===== src/rtl/scale_price_engine_if.sv =====
// ---------------------------------------------------------------------------
// scale_price_engine_if
//   Signal bundle between the scale front end (master) and the pricing core
//   (slave).
//   master drives : weightGrams, centimos, tareReq, start, addItem, clearTotal
//   slave drives  : precotara, precof, total, tareValue, busy, done, ovf, totOvf
// ---------------------------------------------------------------------------
interface scale_price_engine_if #(
  parameter int W_WIDTH   = 14,
  parameter int P_WIDTH   = 14,
  parameter int OUT_WIDTH = 20,
  parameter int TOT_WIDTH = 24
);
  logic [W_WIDTH-1:0]   weightGrams;
  logic [P_WIDTH-1:0]   centimos;
  logic                 tareReq;
  logic                 start;
  logic                 addItem;
  logic                 clearTotal;
  logic [W_WIDTH-1:0]   precotara;
  logic [OUT_WIDTH-1:0] precof;
  logic [TOT_WIDTH-1:0] total;
  logic [W_WIDTH-1:0]   tareValue;
  logic                 busy;
  logic                 done;
  logic                 ovf;
  logic                 totOvf;

  modport master (
    output weightGrams, centimos, tareReq, start, addItem, clearTotal,
    input  precotara, precof, total, tareValue, busy, done, ovf, totOvf
  );

  modport slave (
    input  weightGrams, centimos, tareReq, start, addItem, clearTotal,
    output precotara, precof, total, tareValue, busy, done, ovf, totOvf
  );
endinterface


===== src/rtl/scale_price_engine.sv =====
// ---------------------------------------------------------------------------
// scale_price_engine
//   Pricing core of the weighing scale. Holds a tare, latches the net weight
//   on start, multiplies it by the per-kg price (shift-add, one net bit per
//   cycle), divides by 1000 (restoring, one quotient bit per cycle), rounds
//   half-up and saturates to the item price. A saturating running total
//   accumulates item prices on request.
// Ports
//   clk   : system clock, rising edge
//   rst_n : asynchronous active-low reset
//   bus   : slave side of scale_price_engine_if
//           in : weightGrams, centimos, tareReq, start, addItem, clearTotal
//           out: precotara, precof, total, tareValue, busy, done, ovf, totOvf
// ---------------------------------------------------------------------------
module scale_price_engine #(
  parameter int W_WIDTH   = 14,
  parameter int P_WIDTH   = 14,
  parameter int OUT_WIDTH = 20,
  parameter int TOT_WIDTH = 24
) (
  input  logic                 clk,
  input  logic                 rst_n,
  scale_price_engine_if.slave  bus
);

  localparam int PW      = W_WIDTH + P_WIDTH;
  localparam int CW      = $clog2(PW + 1);
  localparam int RW      = 11;  // remainder < 1000, shifted value < 2000
  localparam int DIVISOR = 1000;
  localparam int HALF    = 500;
  localparam int XW      = ((PW + 1) > OUT_WIDTH) ? (PW + 1) : OUT_WIDTH;
  localparam int SUM_W   = ((TOT_WIDTH > OUT_WIDTH) ? TOT_WIDTH : OUT_WIDTH) + 1;

  typedef enum logic [1:0] {IDLE, MUL, DIV, DONE} state_t;

  state_t               state;
  logic [CW-1:0]        cnt;
  logic [W_WIDTH-1:0]   tare_q;
  logic [W_WIDTH-1:0]   net_q;
  logic [W_WIDTH-1:0]   mplier;
  logic [PW-1:0]        mcand;
  logic [PW-1:0]        acc;     // product during MUL, quotient after DIV
  logic [RW-1:0]        rem;
  logic [OUT_WIDTH-1:0] precof_q;
  logic [TOT_WIDTH-1:0] total_q;
  logic                 busy_q;
  logic                 done_q;
  logic                 ovf_q;
  logic                 tot_ovf_q;

  logic [RW-1:0]        rem_sh;
  logic [PW:0]          rounded;
  logic [OUT_WIDTH:0]   sat_res;
  logic [TOT_WIDTH:0]   add_res;

  function automatic logic [W_WIDTH-1:0] sat0_sub(input logic [W_WIDTH-1:0] a,
                                                  input logic [W_WIDTH-1:0] b);
    return (a >= b) ? (a - b) : '0;
  endfunction

  function automatic logic [PW:0] round_half_up(input logic [PW-1:0] q,
                                                input logic [RW-1:0] r);
    return {1'b0, q} + {{PW{1'b0}}, (r >= RW'(HALF))};
  endfunction

  // {saturated, value}
  function automatic logic [OUT_WIDTH:0] sat_out(input logic [PW:0] x);
    logic [XW-1:0] xe;
    logic [XW-1:0] maxe;
    xe   = XW'(x);
    maxe = XW'({OUT_WIDTH{1'b1}});
    if (xe > maxe) return {1'b1, {OUT_WIDTH{1'b1}}};
    return {1'b0, OUT_WIDTH'(xe)};
  endfunction

  // {clamped, value}
  function automatic logic [TOT_WIDTH:0] sat_total(input logic [TOT_WIDTH-1:0] t,
                                                   input logic [OUT_WIDTH-1:0] p);
    logic [SUM_W-1:0] s;
    s = SUM_W'(t) + SUM_W'(p);
    if (s > SUM_W'({TOT_WIDTH{1'b1}})) return {1'b1, {TOT_WIDTH{1'b1}}};
    return {1'b0, TOT_WIDTH'(s)};
  endfunction

  // Restoring division: bring the next dividend bit into the remainder.
  assign rem_sh  = {rem[RW-2:0], acc[PW-1]};
  assign rounded = round_half_up(acc, rem);
  assign sat_res = sat_out(rounded);
  assign add_res = sat_total(total_q, precof_q);

  always_ff @(posedge clk or negedge rst_n) begin
    if (!rst_n) begin
      state     <= IDLE;
      cnt       <= '0;
      tare_q    <= '0;
      net_q     <= '0;
      mplier    <= '0;
      mcand     <= '0;
      acc       <= '0;
      rem       <= '0;
      precof_q  <= '0;
      total_q   <= '0;
      busy_q    <= 1'b0;
      done_q    <= 1'b0;
      ovf_q     <= 1'b0;
      tot_ovf_q <= 1'b0;
    end else begin
      done_q <= 1'b0;
      unique case (state)
        // IDLE: accept exactly one request, highest priority first
        IDLE: begin
          if (bus.clearTotal) begin
            total_q   <= '0;
            tot_ovf_q <= 1'b0;
          end else if (bus.tareReq) begin
            tare_q <= bus.weightGrams;
          end else if (bus.start) begin
            net_q  <= sat0_sub(bus.weightGrams, tare_q);
            mplier <= sat0_sub(bus.weightGrams, tare_q);
            mcand  <= PW'(bus.centimos);
            acc    <= '0;
            cnt    <= '0;
            busy_q <= 1'b1;
            state  <= MUL;
          end else if (bus.addItem) begin
            total_q   <= add_res[TOT_WIDTH-1:0];
            tot_ovf_q <= tot_ovf_q | add_res[TOT_WIDTH];
          end
        end
        // MUL: one multiplier bit per cycle, W_WIDTH cycles
        MUL: begin
          if (mplier[0]) acc <= acc + mcand;
          mcand  <= mcand << 1;
          mplier <= mplier >> 1;
          if (cnt == CW'(W_WIDTH - 1)) begin
            cnt   <= '0;
            rem   <= '0;
            state <= DIV;
          end else begin
            cnt <= cnt + 1'b1;
          end
        end
        // DIV: one quotient bit per cycle, shifted into acc from the bottom
        DIV: begin
          if (rem_sh >= RW'(DIVISOR)) begin
            rem <= rem_sh - RW'(DIVISOR);
            acc <= {acc[PW-2:0], 1'b1};
          end else begin
            rem <= rem_sh;
            acc <= {acc[PW-2:0], 1'b0};
          end
          if (cnt == CW'(PW - 1)) begin
            cnt   <= '0;
            state <= DONE;
          end else begin
            cnt <= cnt + 1'b1;
          end
        end
        // DONE: round, saturate, publish
        DONE: begin
          precof_q <= sat_res[OUT_WIDTH-1:0];
          ovf_q    <= sat_res[OUT_WIDTH];
          done_q   <= 1'b1;
          busy_q   <= 1'b0;
          state    <= IDLE;
        end
        default: state <= IDLE;
      endcase
    end
  end

  assign bus.precotara = net_q;
  assign bus.precof    = precof_q;
  assign bus.total     = total_q;
  assign bus.tareValue = tare_q;
  assign bus.busy      = busy_q;
  assign bus.done      = done_q;
  assign bus.ovf       = ovf_q;
  assign bus.totOvf    = tot_ovf_q;

endmodule


===== src/flat_wrapper.sv =====
// flat-port wrapper written by rule: the top's interface ports become plain ports
module scale_price_engine_flat 
#(
  parameter int W_WIDTH   = 14,
  parameter int P_WIDTH   = 14,
  parameter int OUT_WIDTH = 20,
  parameter int TOT_WIDTH = 24
)
  (clk, rst_n, bus_weightGrams, bus_centimos, bus_tareReq, bus_start, bus_addItem, bus_clearTotal, bus_precotara, bus_precof, bus_total, bus_tareValue, bus_busy, bus_done, bus_ovf, bus_totOvf);
  scale_price_engine_if #(.W_WIDTH(W_WIDTH), .P_WIDTH(P_WIDTH), .OUT_WIDTH(OUT_WIDTH), .TOT_WIDTH(TOT_WIDTH)) bus_i ();
  input  logic clk;
  input  logic rst_n;
  input wire logic [$bits(bus_i.weightGrams)-1:0] bus_weightGrams;
  input wire logic [$bits(bus_i.centimos)-1:0] bus_centimos;
  input wire logic [$bits(bus_i.tareReq)-1:0] bus_tareReq;
  input wire logic [$bits(bus_i.start)-1:0] bus_start;
  input wire logic [$bits(bus_i.addItem)-1:0] bus_addItem;
  input wire logic [$bits(bus_i.clearTotal)-1:0] bus_clearTotal;
  output wire logic [$bits(bus_i.precotara)-1:0] bus_precotara;
  output wire logic [$bits(bus_i.precof)-1:0] bus_precof;
  output wire logic [$bits(bus_i.total)-1:0] bus_total;
  output wire logic [$bits(bus_i.tareValue)-1:0] bus_tareValue;
  output wire logic [$bits(bus_i.busy)-1:0] bus_busy;
  output wire logic [$bits(bus_i.done)-1:0] bus_done;
  output wire logic [$bits(bus_i.ovf)-1:0] bus_ovf;
  output wire logic [$bits(bus_i.totOvf)-1:0] bus_totOvf;
  assign bus_i.weightGrams = bus_weightGrams;
  assign bus_i.centimos = bus_centimos;
  assign bus_i.tareReq = bus_tareReq;
  assign bus_i.start = bus_start;
  assign bus_i.addItem = bus_addItem;
  assign bus_i.clearTotal = bus_clearTotal;
  assign bus_precotara = bus_i.precotara;
  assign bus_precof = bus_i.precof;
  assign bus_total = bus_i.total;
  assign bus_tareValue = bus_i.tareValue;
  assign bus_busy = bus_i.busy;
  assign bus_done = bus_i.done;
  assign bus_ovf = bus_i.ovf;
  assign bus_totOvf = bus_i.totOvf;
  scale_price_engine #(.W_WIDTH(W_WIDTH), .P_WIDTH(P_WIDTH), .OUT_WIDTH(OUT_WIDTH), .TOT_WIDTH(TOT_WIDTH)) u_core (.clk(clk), .rst_n(rst_n), .bus(bus_i));
endmodule

===== config.mk =====
export PLATFORM = sky130hd
export DESIGN_NAME = scale_price_engine_flat
export DESIGN_NICKNAME = d
export VERILOG_FILES = /design/src/rtl/scale_price_engine_if.sv /design/src/rtl/scale_price_engine.sv /design/src/flat_wrapper.sv
export SDC_FILE = /design/constraint.sdc
export NUM_CORES = 1
export LEC_CHECK = 0
export ABC_AREA = 1
export CORE_MARGIN = 4
export CORE_UTILIZATION = 55
export DETAILED_ROUTE_END_ITERATION = 8
export GPL_TIMING_DRIVEN = 1
export PLACE_DENSITY = 0.74
export SYNTH_ARGS = -nofsm -noshare
export SYNTH_HDL_FRONTEND = slang
export SYNTH_SLANG_ARGS = --single-unit

===== constraint.sdc =====
create_clock -name clk -period 3.3 [get_ports clk]
set_input_delay 0.33 -clock clk [delete_from_list [all_inputs] [get_ports clk]]
set_output_delay 0.33 -clock clk [all_outputs]
set_load 0.1 [all_outputs]

==> results of run 1 <==
-- worst max-delay path: stages, from the launching register on --
cell and delay [ns]:
dfrtp_1 0.41, nand2_1 0.12, nor3_1 0.28, nand2_1 0.15
nand3_1 0.13, ha_1 0.23, ha_1 0.21, nand3_1 0.12
inv_1 0.11, nand2_1 0.13, nor2_4 0.13, nand3_1 0.07
a21oi_1 0.18, nand2_1 0.11, nor2_4 0.14, buf_12 0.19
o21ai_0 0.09
-- placed cells by master (no fill, tap or decap), types with 12 or more instances in the layout --
cell type,netlist,layout
clkdlybuf4s50_1,0,108
buf_4,4,12
dfrtp_1,164,164
a21oi_1,103,103
inv_1,232,232
o22ai_1,13,13
clkbuf_16,0,17
ha_1,71,70
xor2_1,21,21
nor2_1,168,168
nand4_1,15,15
o21ai_0,119,119
nand3_1,99,99
a21oi_2,22,22
nor3_1,18,18
nand2_1,616,616
o211ai_1,13,13
-- worst max-delay path by stage --
| stage | cells past startpoint | slack (ns) | from | endpoint |
|---|---|---|---|---|
| after detailed placement | 16 | 0.40 | u_core.rem[5] | u_core.bus.ovf |
| after global placement | 14 | 0.47 | bus_weightGrams[0] | u_core.mplier[7] |
| after global routing | 18 | 0.02 | u_core.rem[5] | u_core.bus.ovf |
| after floorplan | 11 | 0.53 | u_core.bus.tareValue[0] | u_core.mplier[8] |
| after CTS | 16 | 0.37 | u_core.rem[5] | u_core.bus.ovf |
| final | 16 | 0.37 | u_core.rem[5] | u_core.bus.ovf |
-- where the power goes --
part	internal (uW)	switching, uW
combinational	2560	6880
clock	1080	931
sequential	2720	711
-- layout make-up --
| class | instances | area, um^2 | area share, % |
|---|---|---|---|
| multi-input cells | 1370 | 6900 | 49.1 |
| clock inverters | 14 | 143 | 1.01 |
| clock buffers | 18 | 439 | 3.12 |
| repair buffers | 124 | 1230 | 8.77 |
| well taps | 275 | 344 | 2.45 |
| inverters | 239 | 897 | 6.38 |
| flip-flops and latches | 164 | 4100 | 29.2 |
-- timing repair --
item                       4_1_cts  5_1_grt
hold buffers                     1        0
setup endpoints to repair        0        0
hold endpoints to repair        76        0
-- registers in the layout, summed over array words and instances, names as in the netlist --
signal / cells
u_core.mcand: 28
u_core.bus.totOvf: 1
u_core.acc: 28
u_core.bus.precotara: 14
u_core.bus.tareValue: 14
u_core.bus.precof: 20
u_core.rem: 11
u_core.mplier: 14
u_core.bus.busy: 1
u_core.bus.done: 1
u_core.bus.total: 24
u_core.cnt: 5
u_core.bus.ovf: 1
u_core.state: 2
-- through the flow --
step           hold slack [ns]  total power (uW)  util (%)
2_1_floorplan           0.0344             10400         -
3_3_place_gp             0.414             12700      63.3
3_5_place_dp             0.414             12800      63.3
4_1_cts                  0.473             14900      66.0
5_1_grt                  0.502             16000      66.0
6_report                 0.475             14900      66.0
-- cell families after synthesis --
| kind of cell | share of synthesized area, % |
|---|---|
| DFF | 34.0 |
| xor gates and xnor gates | 2.10 |
| AOI/OAI and AO/OA | 14.4 |
| buffers and inverters | 9.01 |
| adders and majority gates | 7.85 |
| and+or+nand+nor | 32.7 |
-- layer usage --
layer | global-route usage [%] | up-vias | wire (um)
li1 | - | 6030 | -
met4 | 9.17 | 0 | 887
met2 | 48.7 | 386 | 16300
met5 | 0 | - | 0
met3 | 4.20 | 57 | 2160
met1 | 40.8 | 5539 | 15700
==> metrics.txt, run 1 <==
# TYPE chip_impl_metric gauge
chip_impl_info{name="outcome",value="finished clean"} 1
chip_impl_metric{name="numCtsBuffers",unit=""} 17
chip_impl_metric{name="design.final.nets",unit=""} 2024
chip_impl_metric{name="worst-r2r-cell-count",unit=""} 16
chip_impl_metric{name="wire_length_of_the_first_global_routing_pass",unit="um"} 58700
chip_impl_metric{name="yosys.area.top_type_share",unit="%"} 34.0
chip_impl_metric{name="synthesis.area",unit="um^2"} 12100
chip_impl_metric{name="routed_wire_length_per_instance",unit="um"} 15.9
chip_impl_metric{name="power.ir.vdd_worst",unit="mV"} 0.675
chip_impl_metric{name="report.final.hold_viol_count",unit=""} 0
chip_impl_metric{name="die_h",unit="um"} 156
chip_impl_metric{name="worst_pin_slew",unit="ns"} 1.02
chip_impl_metric{name="post_route_cells_drive_above_1_share",unit="%"} 5.24
chip_impl_metric{name="floorplan.die_area",unit="um^2"} 24400
chip_impl_metric{name="boundaryPins",unit=""} 110
chip_impl_info{name="worst_r2r_endpoint",value="u_core.bus.ovf"} 1
chip_impl_metric{name="number_of_design_rule_violations_left_by_the_first_detailed_router_iteration",unit=""} 711
chip_impl_metric{name="buffers_added_on_ports",unit=""} 109
chip_impl_info{name="cts_tree",value="yes"} 1
chip_impl_info{name="cts_root_buffer",value="clkbuf_16"} 1
chip_impl_metric{name="total_power_divided_by_cell_area",unit="nW/um^2"} 1060
chip_impl_metric{name="fin_area",unit="um^2"} 14100
chip_impl_metric{name="final.period_utilization",unit="%"} 88.9
chip_impl_info{name="synth_ff_type",value="dfrtp_1"} 1
chip_impl_metric{name="cellLeakagePower",unit="uW"} 0.00722
chip_impl_metric{name="timing_max_transition_violations_final",unit=""} 0
chip_impl_metric{name="worstSkewPairLatency",unit="ns"} 0.44
chip_impl_metric{name="syn_area_per_cell",unit="um^2"} 6.66
chip_impl_metric{name="distinct_cell_type_count_after_synthesis",unit=""} 47
chip_impl_info{name="crit-reg2reg-launch",value="u_core.rem[5]"} 1
chip_impl_metric{name="worstPathArrival",unit="ns"} 3.25
chip_impl_metric{name="dp.cells",unit=""} 2171
chip_impl_metric{name="grt.overflow.total",unit=""} 0
chip_impl_metric{name="antenna-diode-count",unit=""} 0
chip_impl_metric{name="cts_repair_resize_count",unit=""} 0
chip_impl_metric{name="detail_route.wirelength",unit="um"} 35100
chip_impl_metric{name="clock.fmax",unit="MHz"} 341
chip_impl_metric{name="avgViaCountPerCell",unit=""} 5.45
chip_impl_metric{name="post-route-worst-setup-slack",unit="ns"} 0.367
chip_impl_metric{name="route.vias.total",unit=""} 12012
chip_impl_info{name="endpoint_class_of_the_critical_path",value="register"} 1
chip_impl_metric{name="netlist_instances",unit=""} 1815
chip_impl_metric{name="fp.dieW",unit="um"} 156
chip_impl_metric{name="floorplan.initialDensity",unit="%"} 56.8
chip_impl_metric{name="drt_drc_violations_left",unit=""} 0
chip_impl_info{name="rsz0062_at_grt",value="false"} 1
chip_impl_metric{name="layout.filler_cells",unit=""} 1942
chip_impl_info{name="netlist.top_cell.by_area",value="dfrtp_1"} 1
chip_impl_metric{name="num_rows",unit=""} 53
chip_impl_metric{name="track_usage",unit="%"} 29.7
chip_impl_metric{name="clock-sinks",unit=""} 164
chip_impl_metric{name="place_hpwl",unit="um"} 27200
chip_impl_metric{name="ys_seq_elements",unit=""} 164
chip_impl_metric{name="yosys_warnings",unit=""} 0
chip_impl_metric{name="worstPathMaxFanout",unit=""} 21
chip_impl_metric{name="period_minus_slack",unit="ns"} 2.93
chip_impl_info{name="crit_type",value="register to register"} 1
chip_impl_info{name="ys_top_cells_by_area",value="dfrtp_1, nand2_1, ha_1"} 1
chip_impl_info{name="most_numerous_cell_types_in_the_synthesized_netlist",value="nand2_1, inv_1, nor2_1, dfrtp_1, o21ai_0"} 1
chip_impl_metric{name="fin_skew",unit="ns"} 0.0152
chip_impl_info{name="yosysMostFrequentCell",value="nand2_1"} 1
chip_impl_metric{name="grt_antenna_before_repair",unit=""} 0
chip_impl_metric{name="globalplace.congestion",unit=""} 0.964
chip_impl_info{name="timing.hold.worst.class",value="primary input to async pin"} 1
chip_impl_metric{name="drv_cap",unit=""} 0
chip_impl_metric{name="ctsHtreeMaxLevel",unit=""} 4
chip_impl_metric{name="synth-edff-count",unit=""} 0
chip_impl_metric{name="areaGrowthSynthToFinish",unit="%"} 16.3
chip_impl_metric{name="async_s_r_ff_share_synth",unit="%"} 100
chip_impl_metric{name="slew-limit-headroom",unit="%"} 31.8
chip_impl_metric{name="dpl_worst_slack",unit="ns"} 0.403
chip_impl_metric{name="cp_data_required_time",unit="ns"} 3.61
chip_impl_metric{name="final_cell_count_no_fill",unit=""} 2204
chip_impl_info{name="start_kind",value="register"} 1
chip_impl_metric{name="first_global_vias",unit=""} 11636
chip_impl_metric{name="post_cts_buffers",unit=""} 0
chip_impl_metric{name="postPlaceCellArea",unit="um^2"} 13500
chip_impl_metric{name="clockBufferDepth",unit=""} 2
chip_impl_metric{name="drt_pre_antenna_iters",unit=""} 5
chip_impl_metric{name="synth_sequential_area_ratio",unit="%"} 34.0
chip_impl_metric{name="grt_max_degree",unit=""} 80
chip_impl_metric{name="placeable_area",unit="um^2"} 21300
chip_impl_metric{name="tns",unit="ns"} 0
chip_impl_metric{name="report.final.setup_viol",unit=""} 0
chip_impl_metric{name="reg2reg_slack",unit="ns"} 0.37
chip_impl_metric{name="antenna_violating_nets_post_route",unit=""} 0
chip_impl_metric{name="cts.reportedPaths.clkPinSlew",unit="ns"} 0.08
chip_impl_metric{name="synth_fp_nets",unit=""} 1923
Power figures use the tool's default switching activity.
==> inputs of run 2 (changes only) <==
Settings changed: CORE_UTILIZATION 55 to 53, GPL_ROUTABILITY_DRIVEN set to 0.
Clock period 3.3 ns to 2.5 ns, I/O delays scaled along.
==> run 2 against run 1 <==
The run now ends with negative setup slack left. Cell area is 2.8% higher. First-iteration DRC count increased by 28%. Final cell count is 2.7% higher. Non-clock buffer count up 54. Register-to-register slack lost 0.40 ns. Fmax is 16% higher. Combinational power up 35%. Critical endpoint unchanged. Largest cell class unchanged. Largest power group unchanged.
==> metrics.txt, run 2 (synthesis results as in run 1) <==
# TYPE chip_impl_metric gauge
chip_impl_info{name="outcome",value="complete, but fails checks"} 1
chip_impl_info{name="failing_checks",value="negative setup slack"} 1
chip_impl_metric{name="placeable_area",unit="um^2"} 22200
chip_impl_metric{name="fin_skew",unit="ns"} 0.0144
chip_impl_metric{name="report.final.setup_viol",unit=""} 11
chip_impl_metric{name="num_rows",unit=""} 54
chip_impl_metric{name="first_global_vias",unit=""} 11921
chip_impl_metric{name="floorplan.initialDensity",unit="%"} 54.5
chip_impl_metric{name="drv_cap",unit=""} 0
chip_impl_info{name="cts_root_buffer",value="clkbuf_16"} 1
chip_impl_metric{name="boundaryPins",unit=""} 110
chip_impl_metric{name="design.final.nets",unit=""} 2079
chip_impl_metric{name="die_h",unit="um"} 159
chip_impl_info{name="start_kind",value="register"} 1
chip_impl_metric{name="place_hpwl",unit="um"} 26700
chip_impl_metric{name="grt.overflow.total",unit=""} 0
chip_impl_info{name="crit-reg2reg-launch",value="u_core.rem[5]"} 1
chip_impl_metric{name="worst_pin_slew",unit="ns"} 0.626
chip_impl_metric{name="grt_max_degree",unit=""} 65
chip_impl_metric{name="post_route_cells_drive_above_1_share",unit="%"} 13.5
chip_impl_metric{name="grt_antenna_before_repair",unit=""} 0
chip_impl_metric{name="dpl_worst_slack",unit="ns"} -0.164
chip_impl_metric{name="report.power.total",unit="uW"} 19700
chip_impl_metric{name="period_minus_slack",unit="ns"} 2.54
chip_impl_info{name="rsz0062_at_grt",value="true"} 1
chip_impl_metric{name="multi_input_area",unit="um^2"} 7030
chip_impl_metric{name="post-route-worst-setup-slack",unit="ns"} -0.0372
chip_impl_metric{name="reg2reg_slack",unit="ns"} -0.04
chip_impl_metric{name="slew-limit-headroom",unit="%"} 58.2
chip_impl_metric{name="power.ir.vdd_worst",unit="mV"} 1.05
chip_impl_metric{name="clock-sinks",unit=""} 164
chip_impl_metric{name="drt_drc_violations_left",unit=""} 0
chip_impl_info{name="endpoint_class_of_the_critical_path",value="register"} 1
chip_impl_metric{name="numCtsBuffers",unit=""} 17
chip_impl_metric{name="detail_route.wirelength",unit="um"} 34700
chip_impl_info{name="layout_commonest_cell",value="nand2_1"} 1
chip_impl_metric{name="hold-worst-slack",unit="ns"} 0.357
chip_impl_metric{name="wire_length_of_the_first_global_routing_pass",unit="um"} 57500
chip_impl_metric{name="postPlaceCellArea",unit="um^2"} 13700
chip_impl_metric{name="areaGrowthSynthToFinish",unit="%"} 19.5
chip_impl_metric{name="track_usage",unit="%"} 27.2
chip_impl_metric{name="final.period_utilization",unit="%"} 101
chip_impl_metric{name="antenna-diode-count",unit=""} 0
chip_impl_info{name="crit_type",value="register to register"} 1
chip_impl_metric{name="floorplan.die_area",unit="um^2"} 25300
chip_impl_metric{name="route.vias.total",unit=""} 12444
chip_impl_metric{name="total_power_divided_by_cell_area",unit="nW/um^2"} 1370
chip_impl_metric{name="timing_max_transition_violations_final",unit=""} 0
chip_impl_metric{name="avgViaCountPerCell",unit=""} 5.50
chip_impl_metric{name="layout.filler_cells",unit=""} 1997
chip_impl_metric{name="worst-r2r-cell-count",unit=""} 19
chip_impl_metric{name="worstSkewPairLatency",unit="ns"} 0.44
chip_impl_metric{name="worstPathMaxFanout",unit=""} 6
chip_impl_info{name="timing.hold.worst.class",value="primary input to async pin"} 1
chip_impl_metric{name="fin_area",unit="um^2"} 14400
chip_impl_metric{name="antenna_violating_nets_post_route",unit=""} 0
chip_impl_metric{name="buffers_added_on_ports",unit=""} 109
chip_impl_metric{name="register_area",unit="um^2"} 4120
chip_impl_metric{name="routed_wire_length_per_instance",unit="um"} 15.3
chip_impl_info{name="most-common-layout-cells",value="nand2_1, inv_1, nor2_1, dfrtp_1, buf_4"} 1
chip_impl_info{name="worst_r2r_endpoint",value="u_core.bus.ovf"} 1
chip_impl_info{name="cts_tree",value="yes"} 1
chip_impl_metric{name="report.final.hold_viol_count",unit=""} 0
chip_impl_metric{name="cts.reportedPaths.clkPinSlew",unit="ns"} 0.07
chip_impl_metric{name="clock.fmax",unit="MHz"} 394
chip_impl_metric{name="worstPathArrival",unit="ns"} 2.85
chip_impl_metric{name="fp.dieW",unit="um"} 159
chip_impl_metric{name="ctsHtreeMaxLevel",unit=""} 4
chip_impl_metric{name="number_of_design_rule_violations_left_by_the_first_detailed_router_iteration",unit=""} 909
chip_impl_metric{name="cellLeakagePower",unit="uW"} 0.00765
chip_impl_metric{name="layout.core_utilization",unit="%"} 65.2
chip_impl_metric{name="drt_pre_antenna_iters",unit=""} 6
chip_impl_metric{name="cp_data_required_time",unit="ns"} 2.82
chip_impl_metric{name="clockBufferDepth",unit=""} 2
-- run 2: cell types whose count changed in the layout (fill, tap and decap cells not counted), sizes merged --
| cell | change |
|---|---|
| buf | +130 |
| clkdlybuf4s50 | -76 |
| clkinv | +3 |
| inv | -3 |
| clkbuf | +2 |
| bufinv | -1 |
-- run 2: timing repair --
action	CTS	global route
resized for setup	20	23
setup buffers	3	1
hold buffers	1	0
pin swaps	10	12
setup endpoints to repair	21	33
cloned	2	1
endpoints found under the hold margin	58	0
-- run 2: cell type report --
| cell class | instances | area share (%) |
|---|---|---|
| Sequential cell | 164 | 28.5 |
| Clock buffer | 20 | 3.16 |
| Clock inverter | 12 | 0.658 |
| Timing Repair Buffer | 178 | 10.2 |
| Timing Repair inverter | 1 | 0.0520 |
| Tap cell | 280 | 2.43 |
| Multi-Input combinational cell | 1370 | 48.7 |
| Inverter | 239 | 6.25 |
-- run 2: how the worst max path moves through the flow --
stage / slack (ns) / end / startpoint
6_report: -0.04 / u_core.bus.ovf / u_core.rem[5]
5_1_grt: -0.22 / u_core.bus.precof[1] / u_core.rem[7]
4_1_cts: -0.13 / u_core.bus.precof[4] / u_core.rem[6]
3_5_place_dp: -0.16 / u_core.mplier[3] / bus_weightGrams[0]
3_3_place_gp: -0.09 / u_core.mplier[0] / bus_weightGrams[0]
2_1_floorplan: 0.01 / u_core.mplier[8] / u_core.bus.tareValue[4]
-- run 2: power by group --
part	internal [uW]	switching, uW
Sequential	3610	927
Clock	1340	1160
Combinational	3580	9110
Total	8530	11200
-- run 2: worst max-delay path, stage by stage (launching register included) --
cell	delay, ns
dfrtp_1	0.36
nand2_2	0.11
nor3_4	0.23
nand2_2	0.11
nand3_4	0.11
ha_4	0.15
ha_4	0.13
nand3_2	0.09
inv_2	0.12
nand2_2	0.08
nor2_4	0.11
nand2_1	0.06
nand2_1	0.06
nand2_1	0.05
nor2_1	0.13
nand2_2	0.08
nor2_4	0.13
buf_6	0.13
buf_12	0.12
o21ai_1	0.05
-- run 2: stage by stage --
stage / cells / setup TNS (ns)
floorplan: 1815 / 0
global placement: 2225 / -1.38
detailed placement: 2225 / -3.37
CTS: 2263 / -2.40
global route: 2264 / -3.84
finish: 2264 / -0.254
-- run 2: per-layer routing --
layer,track usage (%),vias up,part of all wire (%)
met4,9.27,0,3.0
met5,0,-,0
met1,36.0,5714,43
met2,45.5,478,47
met3,4.35,99,7.3
li1,-,6153,-
==> inputs of run 3 (changes only) <==
Settings changed: SETUP_SLACK_MARGIN set to 0.5.
==> run 3 against run 2 <==
The run ends with design-rule violations, negative setup slack left. Critical path depth fell by 2. Global-route usage rose by 3.2 points. Clock power rose by 8.4%. Clock skew rose by 0.0011 ns. Sequential cell count did not move. Largest cell class unchanged. Highest routed layer unchanged.
==> metrics.txt, run 3 (synthesis results as in run 1) <==
# TYPE chip_impl_metric gauge
chip_impl_metric{name="avgViaCountPerCell",unit=""} 6.14
chip_impl_info{name="crit-reg2reg-launch",value="u_core.rem[5]"} 1
chip_impl_metric{name="dpl_worst_slack",unit="ns"} -0.0615
chip_impl_metric{name="fin_skew",unit="ns"} 0.0154
chip_impl_metric{name="worst-r2r-cell-count",unit=""} 17
chip_impl_metric{name="route.vias.total",unit=""} 14489
chip_impl_metric{name="areaGrowthSynthToFinish",unit="%"} 49.5
chip_impl_metric{name="antenna_violating_nets_post_route",unit=""} 0
chip_impl_metric{name="worstPathMaxFanout",unit=""} 6
chip_impl_metric{name="first_global_vias",unit=""} 12906
chip_impl_metric{name="cp_data_required_time",unit="ns"} 2.82
chip_impl_info{name="critPathSlowestCell",value="dfrtp_1"} 1
chip_impl_metric{name="placeable_area",unit="um^2"} 22200
chip_impl_metric{name="slew-limit-headroom",unit="%"} 55.3
chip_impl_info{name="timing.hold.worst.class",value="primary input to async pin"} 1
chip_impl_metric{name="boundaryPins",unit=""} 110
chip_impl_metric{name="fin_area",unit="um^2"} 18100
chip_impl_metric{name="cellLeakagePower",unit="uW"} 0.00868
chip_impl_metric{name="total_power_divided_by_cell_area",unit="nW/um^2"} 1410
chip_impl_metric{name="report.final.hold_viol_count",unit=""} 0
chip_impl_metric{name="routed_wire_length_per_instance",unit="um"} 20.4
chip_impl_info{name="startpoint_of_the_worst_setup_timing_path",value="u_core.rem[5]"} 1
chip_impl_metric{name="track_usage",unit="%"} 30.4
chip_impl_info{name="most-common-layout-cells",value="nand2_1, inv_1, buf_4, nor2_1, dfrtp_1"} 1
chip_impl_metric{name="timing_max_transition_violations_final",unit=""} 0
chip_impl_metric{name="clock-sinks",unit=""} 164
chip_impl_metric{name="cp.buffers_inverters",unit=""} 3
chip_impl_info{name="worst_r2r_endpoint",value="u_core.bus.precof[2]"} 1
chip_impl_info{name="critPathTopFamily",value="simple AND/OR/NAND/NOR gates"} 1
chip_impl_metric{name="fp.dieW",unit="um"} 159
chip_impl_metric{name="floorplan.initialDensity",unit="%"} 54.5
chip_impl_metric{name="antenna-diode-count",unit=""} 0
chip_impl_metric{name="post-route-worst-setup-slack",unit="ns"} -0.316
chip_impl_metric{name="report.final.setup_viol",unit=""} 26
chip_impl_info{name="rsz0062_at_grt",value="true"} 1
chip_impl_info{name="failing_checks",value="design-rule violations, negative setup slack"} 1
chip_impl_metric{name="drt_pre_antenna_iters",unit=""} 9
chip_impl_metric{name="power.ir.vdd_worst",unit="mV"} 1.13
chip_impl_info{name="critical_path.most_common_cell",value="nand2_1"} 1
chip_impl_metric{name="ctsHtreeMaxLevel",unit=""} 4
chip_impl_metric{name="grt_antenna_before_repair",unit=""} 0
chip_impl_metric{name="buffers_added_on_ports",unit=""} 109
chip_impl_metric{name="floorplan.die_area",unit="um^2"} 25300
chip_impl_info{name="endpoint_class_of_the_critical_path",value="register"} 1
chip_impl_metric{name="report.power.total",unit="uW"} 25500
chip_impl_metric{name="final.period_utilization",unit="%"} 113
chip_impl_metric{name="die_h",unit="um"} 159
chip_impl_metric{name="numCtsBuffers",unit=""} 17
chip_impl_metric{name="design.final.nets",unit=""} 2174
chip_impl_metric{name="clock.fmax",unit="MHz"} 355
chip_impl_metric{name="worstPathArrival",unit="ns"} 3.13
chip_impl_metric{name="wire_length_of_the_first_global_routing_pass",unit="um"} 63900
chip_impl_info{name="cts_root_buffer",value="clkbuf_16"} 1
chip_impl_metric{name="worstSkewPairLatency",unit="ns"} 0.45
chip_impl_metric{name="cts.reportedPaths.clkPinSlew",unit="ns"} 0.08
chip_impl_metric{name="num_rows",unit=""} 54
chip_impl_metric{name="clockBufferDepth",unit=""} 2
chip_impl_metric{name="critPathMaxStageDelay",unit="ns"} 0.39
chip_impl_metric{name="drt_drc_violations_left",unit=""} 1
chip_impl_info{name="crit_type",value="register to register"} 1
chip_impl_metric{name="layout.core_utilization",unit="%"} 81.6
chip_impl_metric{name="drv_cap",unit=""} 0
chip_impl_metric{name="worst_pin_slew",unit="ns"} 0.665
chip_impl_metric{name="reg2reg_slack",unit="ns"} -0.32
chip_impl_info{name="start_kind",value="register"} 1
chip_impl_metric{name="place_hpwl",unit="um"} 27200
chip_impl_info{name="layout_commonest_cell",value="nand2_1"} 1
chip_impl_metric{name="postPlaceCellArea",unit="um^2"} 14000
chip_impl_info{name="cts_tree",value="yes"} 1
chip_impl_metric{name="detail_route.wirelength",unit="um"} 48100
chip_impl_info{name="path_cells",value="nand2_2, nor3_4, a41oi_2, nand3_2, ha_4, ha_4, inv_1, nor2_1, nand2_1, nand2_1, nand2_1, nor2_1, nand3_1, nor2_4, buf_12, buf_12, a21oi_4"} 1
chip_impl_metric{name="number_of_design_rule_violations_left_by_the_first_detailed_router_iteration",unit=""} 1702
chip_impl_metric{name="post_route_cells_drive_above_1_share",unit="%"} 38.2
chip_impl_metric{name="period_minus_slack",unit="ns"} 2.82
chip_impl_metric{name="grt.overflow.total",unit=""} 0
chip_impl_metric{name="grt_max_degree",unit=""} 66
chip_impl_info{name="outcome",value="complete, but fails checks"} 1
## run 3: layer usage
layer  global-route usage, %  vias up  wire length, um
met5                       0        -                0
met4                    14.5        0             3610
met3                    4.35      352             4340
met2                    52.1     1042            22900
met1                    37.8     6754            17200
li1                        -     6341                -
## run 3: report_power, final
| part | total (uW) | switching [uW] | internal [uW] | leakage (uW) |
|---|---|---|---|---|
| Clock | 2710 | 1250 | 1460 | 0.000281 |
| Combinational | 17800 | 11800 | 6020 | 0.00638 |
| Sequential | 5000 | 1240 | 3750 | 0.00202 |
| Total | 25500 | 14300 | 11200 | 0.00868 |
## run 3: what timing repair did
item,in CTS,in global routing
hold buffers,1,0
endpoints found under the hold margin,61,0
pin swaps,48,177
cloned,5,2
gates resized for setup,190,404
setup endpoints to repair,115,132
setup buffers,48,56
## run 3: how the worst max path moves through the flow
stage                       endpoint  slack [ns]  depth (start not counted)
2_1_floorplan   u_core.bus.precof[1]        0.15                         18
3_3_place_gp          u_core.bus.ovf        0.03                         17
4_1_cts        u_core.bus.precof[17]       0.005                         19
5_1_grt         u_core.bus.precof[2]       -0.31                         19
6_report        u_core.bus.precof[2]       -0.32                         17
3_5_place_dp          u_core.bus.ovf       -0.06                         18
## run 3: area by class of cell
type | count | area, um^2
fill | 1273 | 4090
multi-input combinational | 1371 | 9370
timing repair inverter | 2 | 25.0
inverter | 239 | 926
sequential | 164 | 4260
clock buffer | 19 | 453
timing repair buffer | 271 | 2540
clock inverter | 13 | 145
tap | 280 | 350
## run 3: per-stage QoR
| step | setup TNS [ns] | cells | hold slack [ns] |
|---|---|---|---|
| after detailed placement | -0.507 | 2215 | 0.281 |
| after CTS | 0 | 2301 | 0.380 |
| final | -6.27 | 2359 | 0.346 |
| after global routing | -6.50 | 2359 | 0.398 |
| after global placement | 0 | 2215 | 0.281 |
| after floorplan | 0 | 1815 | -0.0456 |
